$ cat config.mk
export PLATFORM = sky130hd
export DESIGN_NAME = cordic_post_stage
export DESIGN_NICKNAME = d
export VERILOG_FILES = /design/src/rtl/cordic_post_stage.sv
export SDC_FILE = /design/constraint.sdc
export NUM_CORES = 1
export LEC_CHECK = 0
export BUFFER_PORTS_ARGS = -buffer_cell sky130_fd_sc_hd__buf_2
export CAP_MARGIN = 20
export CORE_MARGIN = 2
export CORE_UTILIZATION = 30
export DETAILED_ROUTE_END_ITERATION = 6
export GPL_TIMING_DRIVEN = 0
export MAX_ROUTING_LAYER = met4
export PLACE_DENSITY = 0.56
export RECOVER_POWER = 25
export SLEW_MARGIN = 10
export SYNTH_ARGS = -nofsm -noshare
export SYNTH_HDL_FRONTEND = slang
export SYNTH_SLANG_ARGS = --single-unit
export TNS_END_PERCENT = 100
$ cat constraint.sdc
create_clock -name clk -period 2.2 [get_ports clk]
set_input_delay 0.22 -clock clk [delete_from_list [all_inputs] [get_ports clk]]
set_output_delay 0.22 -clock clk [all_outputs]
set_load 0.005 [all_outputs]
$ cat src/rtl/cordic_post_stage.sv
// cordic_post_stage: undoes the quadrant fold of the final CORDIC triple and queues results.
// Define CORDIC_SAT_EN to clamp cos/sin to [-1.0, +1.0] in Q2.30.
module cordic_post_stage #(
    parameter int DEPTH = 4
) (
    input  logic                     clk,
    input  logic                     rst_n,
    input  logic                     in_valid,
    input  logic [31:0]              x_in,
    input  logic [31:0]              y_in,
    input  logic [31:0]              z_in,
    input  logic [1:0]               quad_in,
    output logic                     out_valid,
    input  logic                     out_ready,
    output logic [31:0]              cos_out,
    output logic [31:0]              sin_out,
    output logic [31:0]              resid_out,
    output logic [$clog2(DEPTH):0]   level,
    output logic                     overflow
);

    localparam int AW = $clog2(DEPTH);
    localparam int LW = AW + 1;

`ifdef CORDIC_SAT_EN
    // One guard bit so that negating 0x8000_0000 becomes +2.0 before clamping.
    localparam int CW = 33;
`else
    localparam int CW = 32;
`endif

    typedef logic signed [CW-1:0] wide_t;

    typedef struct packed {
        logic [31:0] cos;
        logic [31:0] sin;
        logic [31:0] resid;
    } entry_t;

`ifdef CORDIC_SAT_EN
    localparam wide_t POS_ONE = wide_t'(32'sh4000_0000);
    localparam wide_t NEG_ONE = -POS_ONE;
`endif

    function automatic logic [31:0] fit(input wide_t v);
`ifdef CORDIC_SAT_EN
        if (v > POS_ONE) begin
            return 32'h4000_0000;
        end
        if (v < NEG_ONE) begin
            return 32'hC000_0000;
        end
`endif
        return v[31:0];
    endfunction

    wide_t  wx;
    wide_t  wy;
    wide_t  nx;
    wide_t  ny;
    wide_t  c_cos;
    wide_t  c_sin;

    assign wx = wide_t'(signed'(x_in));
    assign wy = wide_t'(signed'(y_in));
    assign nx = -wx;
    assign ny = -wy;

    always_comb begin
        c_cos = wx;
        c_sin = wy;
        unique case (quad_in)
            2'd0: begin
                c_cos = wx;
                c_sin = wy;
            end
            2'd1: begin
                c_cos = ny;
                c_sin = wx;
            end
            2'd2: begin
                c_cos = nx;
                c_sin = ny;
            end
            2'd3: begin
                c_cos = wy;
                c_sin = nx;
            end
        endcase
    end

    logic    s1_valid;
    entry_t  s1;

    always_ff @(posedge clk or negedge rst_n) begin
        if (!rst_n) begin
            s1_valid <= 1'b0;
            s1       <= '0;
        end else begin
            s1_valid <= in_valid;
            if (in_valid) begin
                s1.cos   <= fit(c_cos);
                s1.sin   <= fit(c_sin);
                s1.resid <= z_in;
            end
        end
    end

    entry_t         mem [DEPTH];
    logic [AW-1:0]  wr_ptr;
    logic [AW-1:0]  rd_ptr;
    logic           push;
    logic           pop;
    logic           full;
    logic           accept;
    entry_t         head;

    assign full   = (level == LW'(DEPTH));
    assign pop    = out_valid && out_ready;
    assign push   = s1_valid;
    // A full FIFO still takes the push when the head leaves on the same edge.
    assign accept = push && (!full || pop);

    always_ff @(posedge clk or negedge rst_n) begin
        if (!rst_n) begin
            wr_ptr   <= '0;
            rd_ptr   <= '0;
            level    <= '0;
            overflow <= 1'b0;
            for (int i = 0; i < DEPTH; i++) begin
                mem[i] <= '0;
            end
        end else begin
            if (accept) begin
                mem[wr_ptr] <= s1;
                wr_ptr      <= wr_ptr + AW'(1);
            end
            if (pop) begin
                rd_ptr <= rd_ptr + AW'(1);
            end
            if (push && !accept) begin
                overflow <= 1'b1;
            end
            unique case ({accept, pop})
                2'b10:   level <= level + LW'(1);
                2'b01:   level <= level - LW'(1);
                default: level <= level;
            endcase
        end
    end

    assign head      = mem[rd_ptr];
    assign out_valid = (level != '0);
    assign cos_out   = head.cos;
    assign sin_out   = head.sin;
    assign resid_out = head.resid;

endmodule

== Word level (Yosys, flattened, before mapping) ==
Cells that the tools add are included.
Storage, ports and cells
  bits in registers: 489
Operators by class
  order comparisons: 3
  multiplexer cells: 9
  bitwise gates (word level): 2
  reductions and logical operators: 10
  equal/unequal tests: 6
  add/sub/neg operators: 6
Operator list (number)
  $bwmux 384: 1
  $mux 96: 3
  $pmux 32 s4: 2
  $bmux 96 s2: 1
  $demux 96 s2: 1
  $neg 32->32: 2
  $eq 2x2->1 const B: 3
  $ge 3x3->1 const B: 2
  $not 2->3: 2
  $pmux 3 s2: 1
  $add 2x1->2 const B: 2
  $eq 2x1->1 const B: 2
  $logic_and 1x1->1: 4
  $add 3x1->3 const B: 1
  $eq 3x3->1 const B: 1
  $lt 3x1->1 const B: 1
  $reduce_bool 3->1: 1
  $sub 3x1->3 const B: 1
  $logic_not 1->1: 2
  $logic_not 2->1: 1
  $reduce_bool 2->1: 1
  $logic_or 1x1->1: 1

== Longest topological paths before layout ==
  word-level depth: 6
  depth in mapped cells: 8
  gate-level depth less buffers: 7

== Worst setup path after synthesis ==
Ideal clock, no wire load.
  kind: input port to flip-flop
  from: in y_in[9]
  to: reg s1[77] in the netlist's numbering
  data required time: 2075 ps
  path buffers: 1
  arrival: 1994 ps
  stages on the path: 6
  path slack: 81 ps
  cells stage by stage: clkbuf_2 > or4_4 > or4_1 > xnor2_1 > a221oi_1 > mux2_2
On the way
  longest elaborated chain between the ends: 2
RTL lines
  from (decl): RTL line 10  | input logic [31:0] y_in,
  $neg 32->32: RTL line 67  | assign ny = -wy;
  $pmux 32 s4: RTL line 72  | unique case (quad_in)
  to (decl): RTL line 93  | entry_t s1;
Every way passes these cells.
A chain may end at the register's enable or synchronous reset.

== Worst setup path after layout ==
  from: reg rd_ptr[0]
  to: out cos_out[22]
On the way
  longest elaborated chain between the ends: 4
RTL lines
  from (decl): RTL line 111  | logic [AW-1:0] rd_ptr;
  from (signal assigned): RTL line 139  | rd_ptr <= rd_ptr + AW'(1);
  $not 2->3 (not written as such): RTL line 152  | assign head = mem[rd_ptr];
  $bmux 96 s2: RTL line 152
  $mux 96 (not written as such) (2 in series): RTL line 152
  to (decl): RTL line 15  | output logic [31:0] cos_out,
Every way passes these cells. The select of a mux whose other input is x is not followed.

==> impl_metrics.prom <==
# TYPE chip_impl_metric gauge
chip_impl_metric{name="overflow",unit=""} 0
chip_impl_info{name="worst-setup-path-type",value="reg -> out"} 1
chip_impl_info{name="synthDominantAreaCellType",value="sky130_fd_sc_hd__dfrtp_1"} 1
chip_impl_metric{name="cap_violations",unit=""} 0
chip_impl_metric{name="global_route_wire_length_before_repair",unit="um"} 128000
chip_impl_metric{name="drv_slew",unit=""} 0
chip_impl_metric{name="fin_skew",unit="ns"} 0.0398
chip_impl_metric{name="routed-via-count",unit=""} 18200
chip_impl_metric{name="power",unit="mW"} 41.3
chip_impl_metric{name="count_of_final_setup_violators",unit=""} 95
chip_impl_metric{name="critical_path_peak_fanout",unit=""} 8
chip_impl_metric{name="num_io_pins",unit=""} 203
chip_impl_info{name="cts_root_buffer",value="sky130_fd_sc_hd__clkbuf_16"} 1
chip_impl_metric{name="drc",unit=""} 1
chip_impl_metric{name="cts.reportedPaths.clkPinSlew",unit="ns"} 0.06
chip_impl_info{name="crit-reg2reg-capture",value="mem[334]"} 1
chip_impl_info{name="run_status",value="complete, but fails checks"} 1
chip_impl_metric{name="synth_area",unit="mm2"} 0.0240
chip_impl_metric{name="p_leak",unit="nW"} 12.5
chip_impl_metric{name="worst_r2r_path_depth",unit=""} 6
chip_impl_metric{name="gp_congestion",unit=""} 0.988
chip_impl_metric{name="initial_core_util",unit="%"} 30.3
chip_impl_metric{name="synth.distinct_cells",unit=""} 75
chip_impl_metric{name="avgRoutedWirePerCell",unit="um"} 26.7
chip_impl_info{name="critPathLaunch",value="rd_ptr[0]"} 1
chip_impl_metric{name="grt_usage",unit="%"} 21.6
chip_impl_metric{name="placedInstanceArea",unit="mm2"} 0.0265
chip_impl_metric{name="arr_time_crit_path",unit="ns"} 2.18
chip_impl_metric{name="synth-seq-area-share",unit="%"} 51.0
chip_impl_metric{name="number_of_inserted_filler_cells_in_the_final_layout",unit=""} 7551
chip_impl_metric{name="final-hold-violation-count",unit=""} 84
chip_impl_metric{name="grt_start_max_net_pins",unit=""} 115
chip_impl_metric{name="slew_headroom",unit="%"} 3.47
chip_impl_info{name="reg2reg_from",value="level[0]"} 1
chip_impl_metric{name="synth_async_sr_flop_share",unit="%"} 100
chip_impl_metric{name="final.setup.tns",unit="ns"} -11.39
chip_impl_metric{name="cts.htree.levels",unit=""} 2
chip_impl_info{name="rsz_0062_raised_after_global_routing",value="true"} 1
chip_impl_metric{name="grt_antenna_before_repair",unit=""} 2
chip_impl_metric{name="fin_nets",unit=""} 2304
chip_impl_metric{name="syn2layout_area_growth",unit="%"} 24.6
chip_impl_metric{name="clock_path_buffers",unit=""} 3
chip_impl_metric{name="core_area",unit="mm2"} 0.0791
chip_impl_metric{name="drive_above_1_share",unit="%"} 41.8
chip_impl_metric{name="ys.warnings.count",unit=""} 0
chip_impl_info{name="mostFrequentLayoutCell",value="sky130_fd_sc_hd__dfrtp_1"} 1
chip_impl_metric{name="grt_pass1_vias",unit=""} 18800
chip_impl_metric{name="port_buffers",unit=""} 184
chip_impl_metric{name="detail_route.vias_per_cell",unit=""} 5.52
chip_impl_metric{name="fin_ws",unit="ns"} -0.203
chip_impl_metric{name="post-dp-hpwl",unit="um"} 62000
chip_impl_info{name="cts_tree",value="built"} 1
chip_impl_metric{name="drt_wl_total",unit="um"} 88000
chip_impl_metric{name="cts_sinks",unit=""} 489
chip_impl_info{name="most-common-layout-cells",value="sky130_fd_sc_hd__dfrtp_1 (487), sky130_fd_sc_hd__mux2_2 (358), sky130_fd_sc_hd__buf_2 (174)"} 1
chip_impl_info{name="post_synth_top_flop",value="sky130_fd_sc_hd__dfrtp_1"} 1
chip_impl_info{name="crit_path_end_kind",value="output pin"} 1
chip_impl_metric{name="design_area",unit="mm2"} 0.0299
chip_impl_metric{name="die_h",unit="um"} 287
chip_impl_metric{name="drt_first_iter_violations",unit=""} 1594
chip_impl_metric{name="postCtsHoldBufs",unit=""} 42
chip_impl_metric{name="syn-num-nets",unit=""} 1979
chip_impl_metric{name="cts_buffers",unit=""} 58
chip_impl_metric{name="tritonroute_pass_1_iters",unit=""} 7
chip_impl_metric{name="synth-edff-count",unit=""} 0
chip_impl_metric{name="layout.core_utilization",unit="%"} 37.8
chip_impl_metric{name="synth-seq-cells",unit=""} 489
chip_impl_metric{name="max_frequency",unit="MHz"} 416
chip_impl_metric{name="power_density",unit="mW/mm2"} 1380
chip_impl_metric{name="min_period",unit="ns"} 2.40
chip_impl_metric{name="synth_area_per_cell",unit="um2"} 12.8
chip_impl_metric{name="cp.required",unit="ns"} 1.98
chip_impl_info{name="worstSetupStartpointType",value="flop"} 1
chip_impl_info{name="min_path_type",value="in -> async"} 1
chip_impl_info{name="netlist_top_cells_area",value="sky130_fd_sc_hd__dfrtp_1 (51%), sky130_fd_sc_hd__mux2_2 (17%), sky130_fd_sc_hd__mux4_2 (10%)"} 1
chip_impl_metric{name="period_share",unit="%"} 109
chip_impl_metric{name="clk_latency",unit="ns"} 0.65
chip_impl_metric{name="vdd_ir_drop_max",unit="V"} 0.000714
chip_impl_info{name="violations",value="design-rule violations, negative hold slack, negative setup slack"} 1
chip_impl_metric{name="worst_pin_slew",unit="ns"} 1.45
chip_impl_metric{name="antenna_violating_nets_post_route",unit=""} 0
chip_impl_metric{name="reg2reg_slack",unit="ns"} 0.05
chip_impl_metric{name="number_of_instances_in_the_synthesized_netlist",unit=""} 1870
chip_impl_metric{name="die-width",unit="um"} 287
chip_impl_metric{name="fp.dieArea",unit="mm2"} 0.0823
chip_impl_metric{name="holdWs",unit="ns"} -0.419
chip_impl_metric{name="row_count",unit=""} 103
chip_impl_metric{name="yosysTopAreaCellShare",unit="%"} 51.0
## what timing repair did
action	CTS	global route
setup endpoints to repair	535	299
pin swaps	3	2
gates cloned	1	3
setup buffers	18	10
hold endpoints to repair	128	84
resized for setup	171	72
## final cells by class
cell class / instances / area (um2) / share of cell area [%]
Inverter: 33 / 124 / 0.414
Tap cell: 1050 / 1310 / 4.39
Clock buffer: 78 / 1650 / 5.51
Multi-Input combinational cell: 1195 / 11100 / 37.2
Clock inverter: 30 / 383 / 1.28
Timing Repair Buffer: 268 / 2050 / 6.87
Antenna cell: 3 / 7.51 / 0.0251
Buffer: 150 / 1000 / 3.36
Sequential cell: 489 / 12200 / 40.9
## synthesized netlist by cell type (5+ instances only)
master	instances
sky130_fd_sc_hd__dfrtp_1	489
sky130_fd_sc_hd__mux2_2	358
sky130_fd_sc_hd__nand2_1	126
sky130_fd_sc_hd__mux4_2	110
sky130_fd_sc_hd__o21ai_0	110
sky130_fd_sc_hd__clkbuf_1	106
sky130_fd_sc_hd__nor2_1	54
sky130_fd_sc_hd__a21oi_1	35
sky130_fd_sc_hd__inv_1	32
sky130_fd_sc_hd__buf_2	28
sky130_fd_sc_hd__nor3_1	26
sky130_fd_sc_hd__nand3_1	25
sky130_fd_sc_hd__mux2i_1	23
sky130_fd_sc_hd__nor4_1	22
sky130_fd_sc_hd__or3_1	19
sky130_fd_sc_hd__o31ai_1	18
sky130_fd_sc_hd__buf_1	16
sky130_fd_sc_hd__xnor2_1	15
sky130_fd_sc_hd__a31oi_1	13
sky130_fd_sc_hd__nand2b_1	13
sky130_fd_sc_hd__or4_1	13
sky130_fd_sc_hd__nand4_1	12
sky130_fd_sc_hd__nor2b_1	11
sky130_fd_sc_hd__o221ai_1	11
sky130_fd_sc_hd__o32ai_1	11
sky130_fd_sc_hd__o311ai_0	10
sky130_fd_sc_hd__o22ai_1	9
sky130_fd_sc_hd__or2_2	9
sky130_fd_sc_hd__and3_1	8
sky130_fd_sc_hd__o211ai_1	8
sky130_fd_sc_hd__xor2_1	7
sky130_fd_sc_hd__a32o_1	6
sky130_fd_sc_hd__ha_1	6
sky130_fd_sc_hd__nor4_2	6
sky130_fd_sc_hd__o2111ai_1	6
sky130_fd_sc_hd__o31a_1	6
sky130_fd_sc_hd__a21o_1	5
sky130_fd_sc_hd__a31o_2	5
sky130_fd_sc_hd__o2bb2ai_1	5
sky130_fd_sc_hd__o41ai_1	5
## worst max-delay path, cell delays in order (launching register included)
cell                        delay (ns)
sky130_fd_sc_hd__dfrtp_2          0.37
sky130_fd_sc_hd__buf_12           0.15
sky130_fd_sc_hd__buf_16           0.16
sky130_fd_sc_hd__clkbuf_16        0.18
sky130_fd_sc_hd__mux4_2           0.51
sky130_fd_sc_hd__buf_6            0.15
## sequential cells by signal (all words and copies together), names as in the netlist
register and cells:
wr_ptr 2, rd_ptr 2, overflow 1, s1 96, push 1, level 3
mem 384
## how the worst max path moves through the flow
stage / endpoint / cells past startpoint
floorplan: cos_out[23] / 4
detailed placement: s1[48] / 9
global placement: mem[252] / 1
CTS: cos_out[8] / 5
finish: cos_out[22] / 5
global route: resid_out[1] / 5
## metal layers
layer,global-route usage [%],part of all wire (%),up-vias
met5,-,0,-
met4,7.33,3.6,0
met3,4.21,8.1,199
met2,34.5,47,860
met1,27.7,41,9407
li1,-,-,7734
## cell families (layout without fill, tap and decap cells)
| kind of cell | after synthesis | in the layout | synth area share, % |
|---|---|---|---|
| other | 0 | 3 | 0 |
| AOI/OAI and AO/OA | 309 | 309 | 8.70 |
| and+or+nand+nor | 366 | 366 | 7.95 |
| adders and majority gates | 7 | 7 | 0.396 |
| xor gates and xnor gates | 22 | 22 | 0.803 |
| muxes | 491 | 491 | 28.1 |
| DFF | 489 | 489 | 51.0 |
| buffers and inverters | 186 | 559 | 3.10 |
## power breakdown
| group | leakage (nW) | total, mW | switching (mW) | internal [mW] |
|---|---|---|---|---|
| Sequential | 5.86 | 14.8 | 2.03 | 12.8 |
| Combinational | 5.62 | 16.4 | 7.21 | 9.24 |
| Clock | 0.990 | 10.1 | 4.06 | 5.99 |
| Total | 12.5 | 41.3 | 13.3 | 28.0 |
## stage by stage
stage                     setup WS (ns)  std cells  hold WS (ns)
after global placement            -8.73       3104         0.348
after floorplan                  0.0809       1870       -0.0756
after CTS                        -0.241       3281        -0.403
after detailed placement          -1.35       3115         0.281
after global routing             -0.260       3295        -0.376
final                            -0.203       3296        -0.419
Note: power is estimated with default switching activity, not from simulation.
